<file path="src/rtl/midori_ti_pkg.sv">
// Shared constants and types for the Midori64 TI masking front-end.
// MIDORI_COLUMN_RAND_EN selects the reduced column-replicated randomness mode
// (one 32-bit LFSR word per block instead of four).
package midori_ti_pkg;

  localparam int unsigned LFSR_W = 32;
  localparam int unsigned BLK_W  = 64;
  localparam logic [LFSR_W-1:0] LFSR_MASK     = 32'h8020_0003;
  localparam logic [LFSR_W-1:0] SEED_ZERO_SUB = 32'h0000_0001;

`ifdef MIDORI_COLUMN_RAND_EN
  localparam int unsigned FILL_WORDS = 1;
`else
  localparam int unsigned FILL_WORDS = 4;
`endif

  localparam int unsigned RND_W      = FILL_WORDS * LFSR_W;
  localparam int unsigned FILL_CNT_W = 2;

  typedef enum logic [1:0] {
    FILL  = 2'd0,
    ARMED = 2'd1,
    OUT   = 2'd2
  } state_e;

  typedef struct packed {
    logic [BLK_W-1:0] s0;
    logic [BLK_W-1:0] s1;
    logic [BLK_W-1:0] s2;
  } share_set_t;

  // Replicate column nibble c (cols[15-4c -: 4]) into the four cells of column c.
  function automatic logic [BLK_W-1:0] col_expand(input logic [15:0] cols);
    logic [BLK_W-1:0] r;
    r = '0;
    for (int c = 0; c < 4; c++) begin
      r[63-16*c -: 16] = {4{cols[15-4*c -: 4]}};
    end
    return r;
  endfunction

endpackage

</file>
<file path="src/rtl/lfsr32_adv32.sv">
// Combinational 32-step advance of the 32-bit Galois LFSR.
// Ports: state (current LFSR state), adv_c (state after 32 shifts).
module lfsr32_adv32
  import midori_ti_pkg::*;
(
  input  logic [LFSR_W-1:0] state,
  output logic [LFSR_W-1:0] adv_c
);

  // Right-shifting Galois form: the bit shifted out of the LSB folds the mask back in.
  always_comb begin
    logic [LFSR_W-1:0] s;
    s = state;
    for (int i = 0; i < 32; i++) begin
      s = {1'b0, s[LFSR_W-1:1]} ^ (s[0] ? LFSR_MASK : '0);
    end
    adv_c = s;
  end

endmodule

</file>
<file path="src/rtl/midori_share_loader.sv">
// Masking front-end: splits a 64-bit plaintext into three Boolean shares
// using fresh LFSR randomness, with valid/ready on both sides.
// Ports: clk, rst_n (async active-low); seed_load/seed reseed the LFSR;
// pt_valid/pt_ready/pt_data plaintext input; sh_valid/sh_ready and
// share0..share2 registered share output.
// Build option: MIDORI_COLUMN_RAND_EN (single-word column-replicated randomness).
module midori_share_loader
  import midori_ti_pkg::*;
#(
  parameter logic [LFSR_W-1:0] SEED_INIT = 32'hACE1_2345
) (
  input  logic             clk,
  input  logic             rst_n,
  input  logic             seed_load,
  input  logic [LFSR_W-1:0] seed,
  input  logic             pt_valid,
  output logic             pt_ready,
  input  logic [BLK_W-1:0] pt_data,
  output logic             sh_valid,
  input  logic             sh_ready,
  output logic [BLK_W-1:0] share0,
  output logic [BLK_W-1:0] share1,
  output logic [BLK_W-1:0] share2
);

  state_e                state, state_nxt;
  logic [FILL_CNT_W-1:0] fill_cnt, fill_cnt_nxt;
  logic [LFSR_W-1:0]     lfsr, lfsr_nxt, lfsr_adv;
  logic [RND_W-1:0]      rnd, rnd_nxt;
  share_set_t            shares, shares_nxt;
  logic                  pt_ready_nxt, sh_valid_nxt;
  logic [BLK_W-1:0]      r0, r1;

  lfsr32_adv32 u_adv (
    .state (lfsr),
    .adv_c (lfsr_adv)
  );

  // Mask words drawn from the randomness buffer.
`ifdef MIDORI_COLUMN_RAND_EN
  assign r0 = col_expand(rnd[31:16]);
  assign r1 = col_expand(rnd[15:0]);
`else
  assign r0 = rnd[RND_W-1 -: BLK_W];
  assign r1 = rnd[BLK_W-1:0];
`endif

  // State and datapath registers.
  always_ff @(posedge clk or negedge rst_n) begin
    if (!rst_n) begin
      state    <= FILL;
      fill_cnt <= '0;
      lfsr     <= SEED_INIT;
      rnd      <= '0;
      shares   <= '0;
      pt_ready <= 1'b0;
      sh_valid <= 1'b0;
    end else begin
      state    <= state_nxt;
      fill_cnt <= fill_cnt_nxt;
      lfsr     <= lfsr_nxt;
      rnd      <= rnd_nxt;
      shares   <= shares_nxt;
      pt_ready <= pt_ready_nxt;
      sh_valid <= sh_valid_nxt;
    end
  end

  // Next-state logic; a reseed overrides every other event.
  always_comb begin
    state_nxt    = state;
    fill_cnt_nxt = fill_cnt;
    lfsr_nxt     = lfsr;
    rnd_nxt      = rnd;
    shares_nxt   = shares;

    if (seed_load) begin
      lfsr_nxt     = (seed == '0) ? SEED_ZERO_SUB : seed;
      state_nxt    = FILL;
      fill_cnt_nxt = '0;
      shares_nxt   = '0;
    end else begin
      case (state)
        FILL: begin
          lfsr_nxt = lfsr_adv;
`ifdef MIDORI_COLUMN_RAND_EN
          rnd_nxt  = lfsr_adv;
`else
          rnd_nxt  = {rnd[RND_W-LFSR_W-1:0], lfsr_adv};
`endif
          if (fill_cnt == FILL_CNT_W'(FILL_WORDS - 1)) begin
            state_nxt    = ARMED;
            fill_cnt_nxt = '0;
          end else begin
            fill_cnt_nxt = fill_cnt + FILL_CNT_W'(1);
          end
        end
        ARMED: begin
          if (pt_valid) begin
            shares_nxt.s0 = r0;
            shares_nxt.s1 = r1;
            shares_nxt.s2 = pt_data ^ r0 ^ r1;
            state_nxt     = OUT;
          end
        end
        OUT: begin
          if (sh_ready) begin
            state_nxt    = FILL;
            fill_cnt_nxt = '0;
          end
        end
        default: begin
          state_nxt    = FILL;
          fill_cnt_nxt = '0;
        end
      endcase
    end

    // Handshake flags are registered copies of the upcoming state.
    pt_ready_nxt = (state_nxt == ARMED);
    sh_valid_nxt = (state_nxt == OUT);
  end

  assign share0 = shares.s0;
  assign share1 = shares.s1;
  assign share2 = shares.s2;

endmodule

</file>
<file path="config.mk">
export PLATFORM = sky130hd
export DESIGN_NAME = midori_share_loader
export DESIGN_NICKNAME = d
export VERILOG_FILES = /design/src/rtl/midori_ti_pkg.sv /design/src/rtl/lfsr32_adv32.sv /design/src/rtl/midori_share_loader.sv
export SDC_FILE = /design/constraint.sdc
export NUM_CORES = 1
export LEC_CHECK = 0
export CAP_MARGIN = 20
export CORE_ASPECT_RATIO = 0.75
export CORE_UTILIZATION = 44
export CTS_BUF_LIST = sky130_fd_sc_hd__clkbuf_8
export DETAILED_ROUTE_END_ITERATION = 10
export HOLD_SLACK_MARGIN = 0.05
export PLACE_DENSITY = 0.69
export SKIP_CTS_REPAIR_TIMING = 1
export SLEW_MARGIN = 25
export SYNTH_ARGS = -nofsm -noshare
export SYNTH_HDL_FRONTEND = slang
export SYNTH_HIERARCHICAL = 1
export SYNTH_SLANG_ARGS = --single-unit
export TNS_END_PERCENT = 50
</file>
<file path="constraint.sdc">
create_clock -name clk -period 4.5 [get_ports clk]
set_clock_uncertainty 0.1 [all_clocks]
set_input_delay 0.675 -clock clk [delete_from_list [all_inputs] [get_ports clk]]
set_output_delay 0.675 -clock clk [all_outputs]
set_load 0.02 [all_outputs]
</file>
**Word-level counts from Yosys, hierarchy flattened**

Index checks and enable logic that the tools add are counted.

- Flip-flop bits (word level): 358
- Bits of input ports: 101

- Equal/unequal tests: 7
- Reduce and logical (&&, ||, !) cells: 8
- Add/subtract/negate cells: 1
- Mux-type cells: 47
- Bitwise gates (word level): 35

Operators with widths:

| cell | number |
|---|---|
| 2-to-1 mux 32 bit | 35 |
| bitwise XOR 31 x 32 -> 32 bit | 32 |
| 2-to-1 mux 192 bit | 3 |
| bitwise XOR 64 bit | 2 |
| logical NOT 32 bit | 1 |
| 2-to-1 mux 2 bit | 7 |
| one-hot mux 2 bit (3 select lines) | 2 |
| == test 2 bit (second input constant) | 3 |
| AND reduction 2 bit | 3 |
| nonzero test 2 bit | 3 |
| == test 2 x 1 -> 1 bit (second input constant) | 2 |
| inequality test 3 bit (second input constant) | 1 |
| adder 2 x 1 -> 2 bit (second input constant) | 1 |
| logical NOT 2 bit | 1 |
| inequality test 2 bit (second input constant) | 1 |
| NOT 1 bit | 1 |

**Longest topological paths before layout**

- Word-level depth: 66
- Depth in mapped cells: 9
- Mapped depth without buffers: 8

**Modules after synthesis**

The synthesis kept the hierarchy.

Modules (own cells, without submodules):

| module | cells each | instances | sequential area each (um^2) | area each (um^2) |
|---|---|---|---|---|
| midori_share_loader | 1007 | 1 | 8976.1 | 14516.4 |
| lfsr32_adv32 | 107 | 1 | 0.0 | 1356.3 |

**Least setup slack after synthesis**

Ideal clock, no wire load.

- Kind: reg-to-reg
- Start: reg lfsr[0]
- End: reg lfsr[0]
- Path slack: 0.991 ns
- Setup time: 0.085 ns
- Path buffers: 1
- Stages on the path, launching flop included: 10
- Clock period less this slack: 3.509 ns
- Arrival time: 3.324 ns
- Cells stage by stage: dfstp_2 -> buf_2 -> xnor3_1 -> xor3_4 -> xnor2_1 -> xnor3_2 -> xor3_1 -> or3_1 -> a31oi_1 -> o31ai_1

- Word-level cells in the longest chain between the ends: 66

RTL lines:

| item | RTL line | text |
|---|---|---|
| start: declaration | midori_share_loader.sv:28 | `logic [LFSR_W-1:0] lfsr, lfsr_nxt, lfsr_adv;` |
| start signal: assignment | midori_share_loader.sv:61 | `lfsr <= lfsr_nxt;` |
| 2-to-1 mux 32 bit (*) | lfsr32_adv32.sv:15 | `s = {1'b0, s[LFSR_W-1:1]} ^ (s[0] ? LFSR_MASK : '0);` |
| bitwise XOR 31 x 32 -> 32 bit (*) | lfsr32_adv32.sv:15 |  |
| 2-to-1 mux 32 bit | lfsr32_adv32.sv:15 |  |
| bitwise XOR 31 x 32 -> 32 bit (*) | lfsr32_adv32.sv:15 |  |
| 2-to-1 mux 32 bit | lfsr32_adv32.sv:15 |  |
| bitwise XOR 31 x 32 -> 32 bit (*) | lfsr32_adv32.sv:15 |  |
| 2-to-1 mux 32 bit | lfsr32_adv32.sv:15 |  |
| bitwise XOR 31 x 32 -> 32 bit (*) | lfsr32_adv32.sv:15 |  |
| [... 51 more ...] | n/a |  |
| bitwise XOR 31 x 32 -> 32 bit (*) | lfsr32_adv32.sv:15 |  |
| 2-to-1 mux 32 bit | lfsr32_adv32.sv:15 |  |
| bitwise XOR 31 x 32 -> 32 bit (*) | lfsr32_adv32.sv:15 |  |
| 2-to-1 mux 32 bit | lfsr32_adv32.sv:15 |  |
| bitwise XOR 31 x 32 -> 32 bit (*) | lfsr32_adv32.sv:15 |  |
| via lfsr_adv[0] | midori_share_loader.sv:28 |  |
| 2-to-1 mux 32 bit (*) | midori_share_loader.sv:83 | `case (state)` |
| 2-to-1 mux 32 bit (*) | midori_share_loader.sv:77 | `if (seed_load) begin` |

The timed path passes the listed nets; every way through them passes the cells marked *. The select of a mux whose other input is x is not followed.
A chain may end at the register's enable or synchronous reset.

**Worst setup path after layout**

Ends and elaborated chain as after synthesis.

==> key figures <==
Clock tree
  – Worst skew pair latency: 0.59 ns
  – Inserted Clock Buffers: 54
  – Clk buf depth: 3
  – CTS tree: built
  – CTS Root Cell: clkbuf_8
  – Clk pin slew, worst setup/hold paths: 0.06 ns
  – H-tree depth: 2
  – Clk sinks: 358

Worst setup path
  – Reg2reg path depth: 8
  – CP top delay family: XOR/XNOR gates
  – WS Path Type: reg -> reg
  – CP Cell Sequence: xnor3_1 > xor3_4 > xnor2_1 > xnor3_2 > xor3_1 > or3_1 > a31oi_1 > o31ai_1
  – Slowest stage cell, crit path: dfstp_2
  – CP max FO: 6
  – Arrival time at the worst endpoint: 4.17 ns
  – Worst EP required: 4.91 ns
  – Endpoint type of the worst setup path: register
  – R2r endpoint: lfsr[0]$_DFFE_PN1P_
  – Launch point of the worst reg-to-reg path: lfsr[0]$_DFFE_PN1P_
  – Max incr delay on CP: 0.62 ns
  – Worst R2R Setup Slack: 0.74 ns
  – Critical Path Source Type: register
  – WP buf/inv: 0

Layout
  – Layout overhead on the synthesized area: 27.3%
  – Commonest non-fill, non-tap cell in the layout: dfrtp_1
  – ANT cells: 0
  – FILL cells: 2881
  – Fin nets: 1507
  – Commonest non-fill, non-tap cells in the layout: dfrtp_1, clkdlybuf4s50_1, a22o_1, xnor2_1, mux2_2
  – Layout cells sized above 1: 16.1%
  – Final design utilization: 57.6%

Status
  – Status: complete, no violations

Placed design
  – Routability congestion estimate: 0.915
  – Port Buffers: 294
  – Hpwl dp: 27100 microns

Worst hold path
  – Worst Hold Depth: 1
  – Hold Path End: share0[16]$_DFFE_PN0P_
  – Hold path start: share0[16]$_DFFE_PN0P_
  – Worst Hold Class: reg -> reg

Global routing
  – Gr ovfl total: 0
  – Initial antenna violation count: 1
  – Vias in the first global route: 10600
  – GRT Util Overall: 21.8%
  – Largest net degree at the start of global routing: 129
  – First-pass GRT wire length: 63000 microns

Drt
  – Via density: 5.35
  – DRT Pass-1 Iters: 4
  – DR iter-0 viols: 766
  – Vias: 10200
  – Routed wire per std cell: 20.9 microns
  – Top layer in use: met5
  – Remaining antenna violation count: 0
  – Drt drc: 0
  – WL final: 39700 microns
  – Met2 wire length: 17600 microns
  – DR WL met3: 2780 microns
  – Post-route met1 wirelength: 18700 microns

Synth
  – Synth unique cells: 40
  – Seq cells post-synth: 358
  – Cell Area, Synth: 15900 sq um
  – Primary FF master, synth: dfrtp_1
  – Total nets after synthesis: 1216
  – Synthesized area per cell: 14.2 sq um
  – Sequential area share after synthesis: 56.6%
  – Ys async rst share: 100%
  – Syn Inst Count: 1114
  – EDFF count, synth: 0
  – YS warnings: 6

Floorplanning
  – # rows: 59
  – Area of the core: 35100 sq um
  – Die area: 36800 sq um
  – Die Y: 166 microns
  – Initial Utilization: 45.3%
  – Die Wd: 221 microns
  – IO Pins: 295

Timing
  – Final setup vio count: 0
  – Highest Clock Rate: 266 MHz
  – TNS Setup: 0 ns
  – Slew headroom: 34.2%
  – Endpoints failing hold: 0
  – RSZ-0062 raised after global routing: no
  – Period minus WS final: 3.76 ns
  – Final Cycle Share: 83.5%
  – Max-slew violations: 0
  – Worst Max-Slew Pin Slew: 0.987 ns

Flow run
  – Max-cap violations: 0
stage by stage:
step | setup WS, ns | instances | cell area [sq um] | hold slack (ns)
finish | 0.743 | 1904 | 20200 | 0.397
global route | 0.620 | 1904 | 20200 | 0.411
CTS | 0.722 | 1903 | 20200 | -0.000691
detailed placement | 0.723 | 1805 | 19100 | 0.384
global placement | 0.801 | 1805 | 19100 | 0.382
floorplan | 0.991 | 1114 | 15900 | 0.279
logic make-up after synthesis:
logic type / share of synthesized area [%]
compound gates: 11.9
xor+xnor: 15.5
fa+ha+maj: 0.0788
buf+inv: 3.22
flops: 56.6
mux: 11.1
simple gates: 1.66
layer usage:
metal  track usage [%]  up-vias
met1              31.6     5236
li1                  -     4597
met5                 0        -
met2              32.7      287
met3              6.05       55
met4              4.68        2
worst register-to-register path, delay by kind of cell, from the launching register on:
kind	cells	cell delay, ns
flip-flops	1	0.62
XOR/XNOR	5	2.33
AND/OR/NAND/NOR	1	0.37
AO/OA/AOI/OAI	2	0.26
how the worst max path moves through the flow:
stage / from / cells after the start / slack, ns / end
detailed placement: lfsr[0]$_DFFE_PN1P_ / 8 / 0.72 / lfsr[0]$_DFFE_PN1P_
floorplan: lfsr[0]$_DFFE_PN1P_ / 9 / 0.99 / lfsr[0]$_DFFE_PN1P_
CTS: lfsr[0]$_DFFE_PN1P_ / 8 / 0.72 / lfsr[0]$_DFFE_PN1P_
global route: lfsr[0]$_DFFE_PN1P_ / 8 / 0.62 / lfsr[0]$_DFFE_PN1P_
global placement: lfsr[0]$_DFFE_PN1P_ / 8 / 0.80 / lfsr[0]$_DFFE_PN1P_
finish: lfsr[0]$_DFFE_PN1P_ / 8 / 0.74 / lfsr[0]$_DFFE_PN1P_
registers in the layout, indices dropped and copies added, names as in the netlist:
name      flops
rnd         128
share0       64
share1       64
share2       64
lfsr         32
fill_cnt      2
state         2
pt_ready      1
sh_valid      1
final cells by class:
class,instances,area [sq um],share of cell area [%]
clock buffers,70,963,4.77
clock inverters,28,153,0.755
well taps,457,572,2.83
repair buffers,308,3130,15.5
flip-flops and latches,358,8980,44.4
multi-input cells,681,6410,31.7
inverters,2,7.51,0.0371
Yosys cell counts (all sizes together) (14+ instances only):
cell type / count / area share [%]
xnor2: 184 / 10
dfrtp: 344 / 54
mux2: 128 / 9.1
xor2: 22 / 1.3
dfstp: 14 / 2.3
nand2: 33 / 0.78
buf: 65 / 3.0
mux2i: 32 / 2.0
o21ai: 32 / 1.0
a22o: 192 / 11
xnor3: 18 / 2.6
Power is not shown: default switching activity piles up to over one toggle a cycle in this logic, so the estimate is an artifact.
==> RTL edit: new RTL, same flow settings <==
Change the package constant `BLK_W` from 64 to 128.
--- a/src/rtl/midori_ti_pkg.sv
+++ b/src/rtl/midori_ti_pkg.sv
@@ -6,3 +6,3 @@
   localparam int unsigned LFSR_W = 32;
-  localparam int unsigned BLK_W  = 64;
+  localparam int unsigned BLK_W  = 128;
   localparam logic [LFSR_W-1:0] LFSR_MASK     = 32'h8020_0003;
Interface: changed (resized pt_data, share0, share1 and share2); port bits go from 295 to 551. The function was not compared with the original's and may differ.
==> RTL edit against the original RTL <==
- cell count increased by 18%
- count of clock-buffer cells in the layout increased by 14
- non-clock buffer count up 258
- synthesized cell count up 13%
- area after synthesis rose by 13%
- sequential share of layout area decreased by 0.86 points
- sequential cell count is 64 higher
- wire length increased by 33%
- global-route usage increased by 3.4 points
- worst setup slack improved by 0.023 ns
- final area grew 20%
- critical path type unchanged
- largest cell class unchanged
Power is not shown: default switching activity piles up to over one toggle a cycle in this logic, so the estimate is an artifact.
==> RTL edit: results (changes against the original RTL) <==
metric,value,unit,change
worstPathArrival,4.15,ns,-0.02 ns
post_drt_wl_per_cell,23.5,µm,+13%
crit_fanout,6,,unchanged
clk_pin_slew,0.07,ns,
grt_pass1_vias,12400,,+17%
htreeDepth,3,,+1
via_per_inst,5.41,,+1.3%
gr-usage-all-layers,0.253,,+0.0343
synthAdderAreaFrac,0.000695,,-0.0000936
synth.cells.most_frequent,"dfrtp_1 (408), a22o_1 (256), buf_4 (144)",,
reg2reg_slack,0.77,ns,+0.02 ns
port_buffers,550,,+87%
gp_congestion,0.880,,-3.8%
maxSlewHeadroom,0.374,,+0.0315
synth_compound_area_frac,0.136,,+0.0172
drt_iter0_markers,871,,+14%
synth.top_cells.by_area,"dfrtp_1 (57%), a22o_1 (12%), mux2_2 (8.0%)",,
fillCellCount,3112,,+8.0%
nets,1844,,+22%
synth_cell_types,41,,+2.5%
synthArstFlopShare,1.00,,unchanged
hold_class,input pin to register,,
dr.pass1.iters,5,,+1
grt_max_degree,112,,-13%
antenna_found_initial,0,,-1
place_hpwl,37.6,mm,+39%
run_status,"finished, final reports clean",,
fin_hold_ws,0.279,ns,-0.117 ns
worstSkewPairLatency,0.61,ns,+0.02 ns
grt_pass1_wl,79.3,mm,+26%
synth-seq-area-share,0.587,,+0.0217
layout-drive-gt1-share,0.159,,-0.00197
synth_mux_area_frac,0.0978,,-0.0132
numCtsBuffers,69,,+28%
synth_xor_area_frac,0.0743,,-0.0806
syn-num-nets,1422,,+17%
## RTL edit: cell type report
class                      count  area, µm²  area share
clock buffer                  84       1160      0.0476
clock inverter                38        302      0.0124
inverter                       2       7.51    0.000309
multi-input combinational    617       5850       0.241
sequential                   422      10600       0.436
tap                          520        651      0.0268
timing repair buffer         566       5740       0.236
## RTL edit: cell families (layout without fill, tap and decap cells)
family,Yosys count,count (layout)
buffers and inverters,217,690
adders and majority gates,1,1
and+or+nand+nor,56,56
AOI/OAI and AO/OA,296,296
muxes,160,160
DFF,422,422
xor gates and xnor gates,104,104
## RTL edit: final timing paths
| check | from | endpoint | depth (start not counted) |
|---|---|---|---|
| max | lfsr[0] | lfsr[0] | 8 |
| min | seed_load | lfsr[2] | 3 |
| max reg2reg | lfsr[0] | lfsr[0] | 8 |
| min reg2reg | r0[127] | share0[127] | 1 |
| max in group asynchronous | rst_n | share2[57] | 3 |
| min in group asynchronous | rst_n | share0[71] | 2 |
## RTL edit: worst max-delay path, stage by stage, from the launching register on
cell and delay, ns:
dfstp_2 0.62, xnor3_1 0.61, xor3_4 0.53, xnor2_1 0.28
xnor3_2 0.48, xor3_1 0.39, or3_1 0.37, a31oi_1 0.17
o31ai_1 0.10
## RTL edit: per-layer routing
layer,routed length (µm),track usage,share of wire
met1,23900,0.360,0.45
met2,24900,0.390,0.47
met3,3080,0.0577,0.058
met4,987,0.0664,0.019
met5,0,0,0
## RTL edit: metrics by stage
| step | instances | util | instance area, µm² | setup slack (ns) |
|---|---|---|---|---|
| finish | 2249 | 0.608 | 24300 | 0.766 |
| global placement | 2126 | 0.571 | 22800 | 0.796 |
| floorplan | 1256 | - | 18000 | 0.992 |
| CTS | 2248 | 0.607 | 24300 | 0.781 |
| global route | 2249 | 0.608 | 24300 | 0.617 |
| detailed placement | 2126 | 0.571 | 22800 | 0.797 |
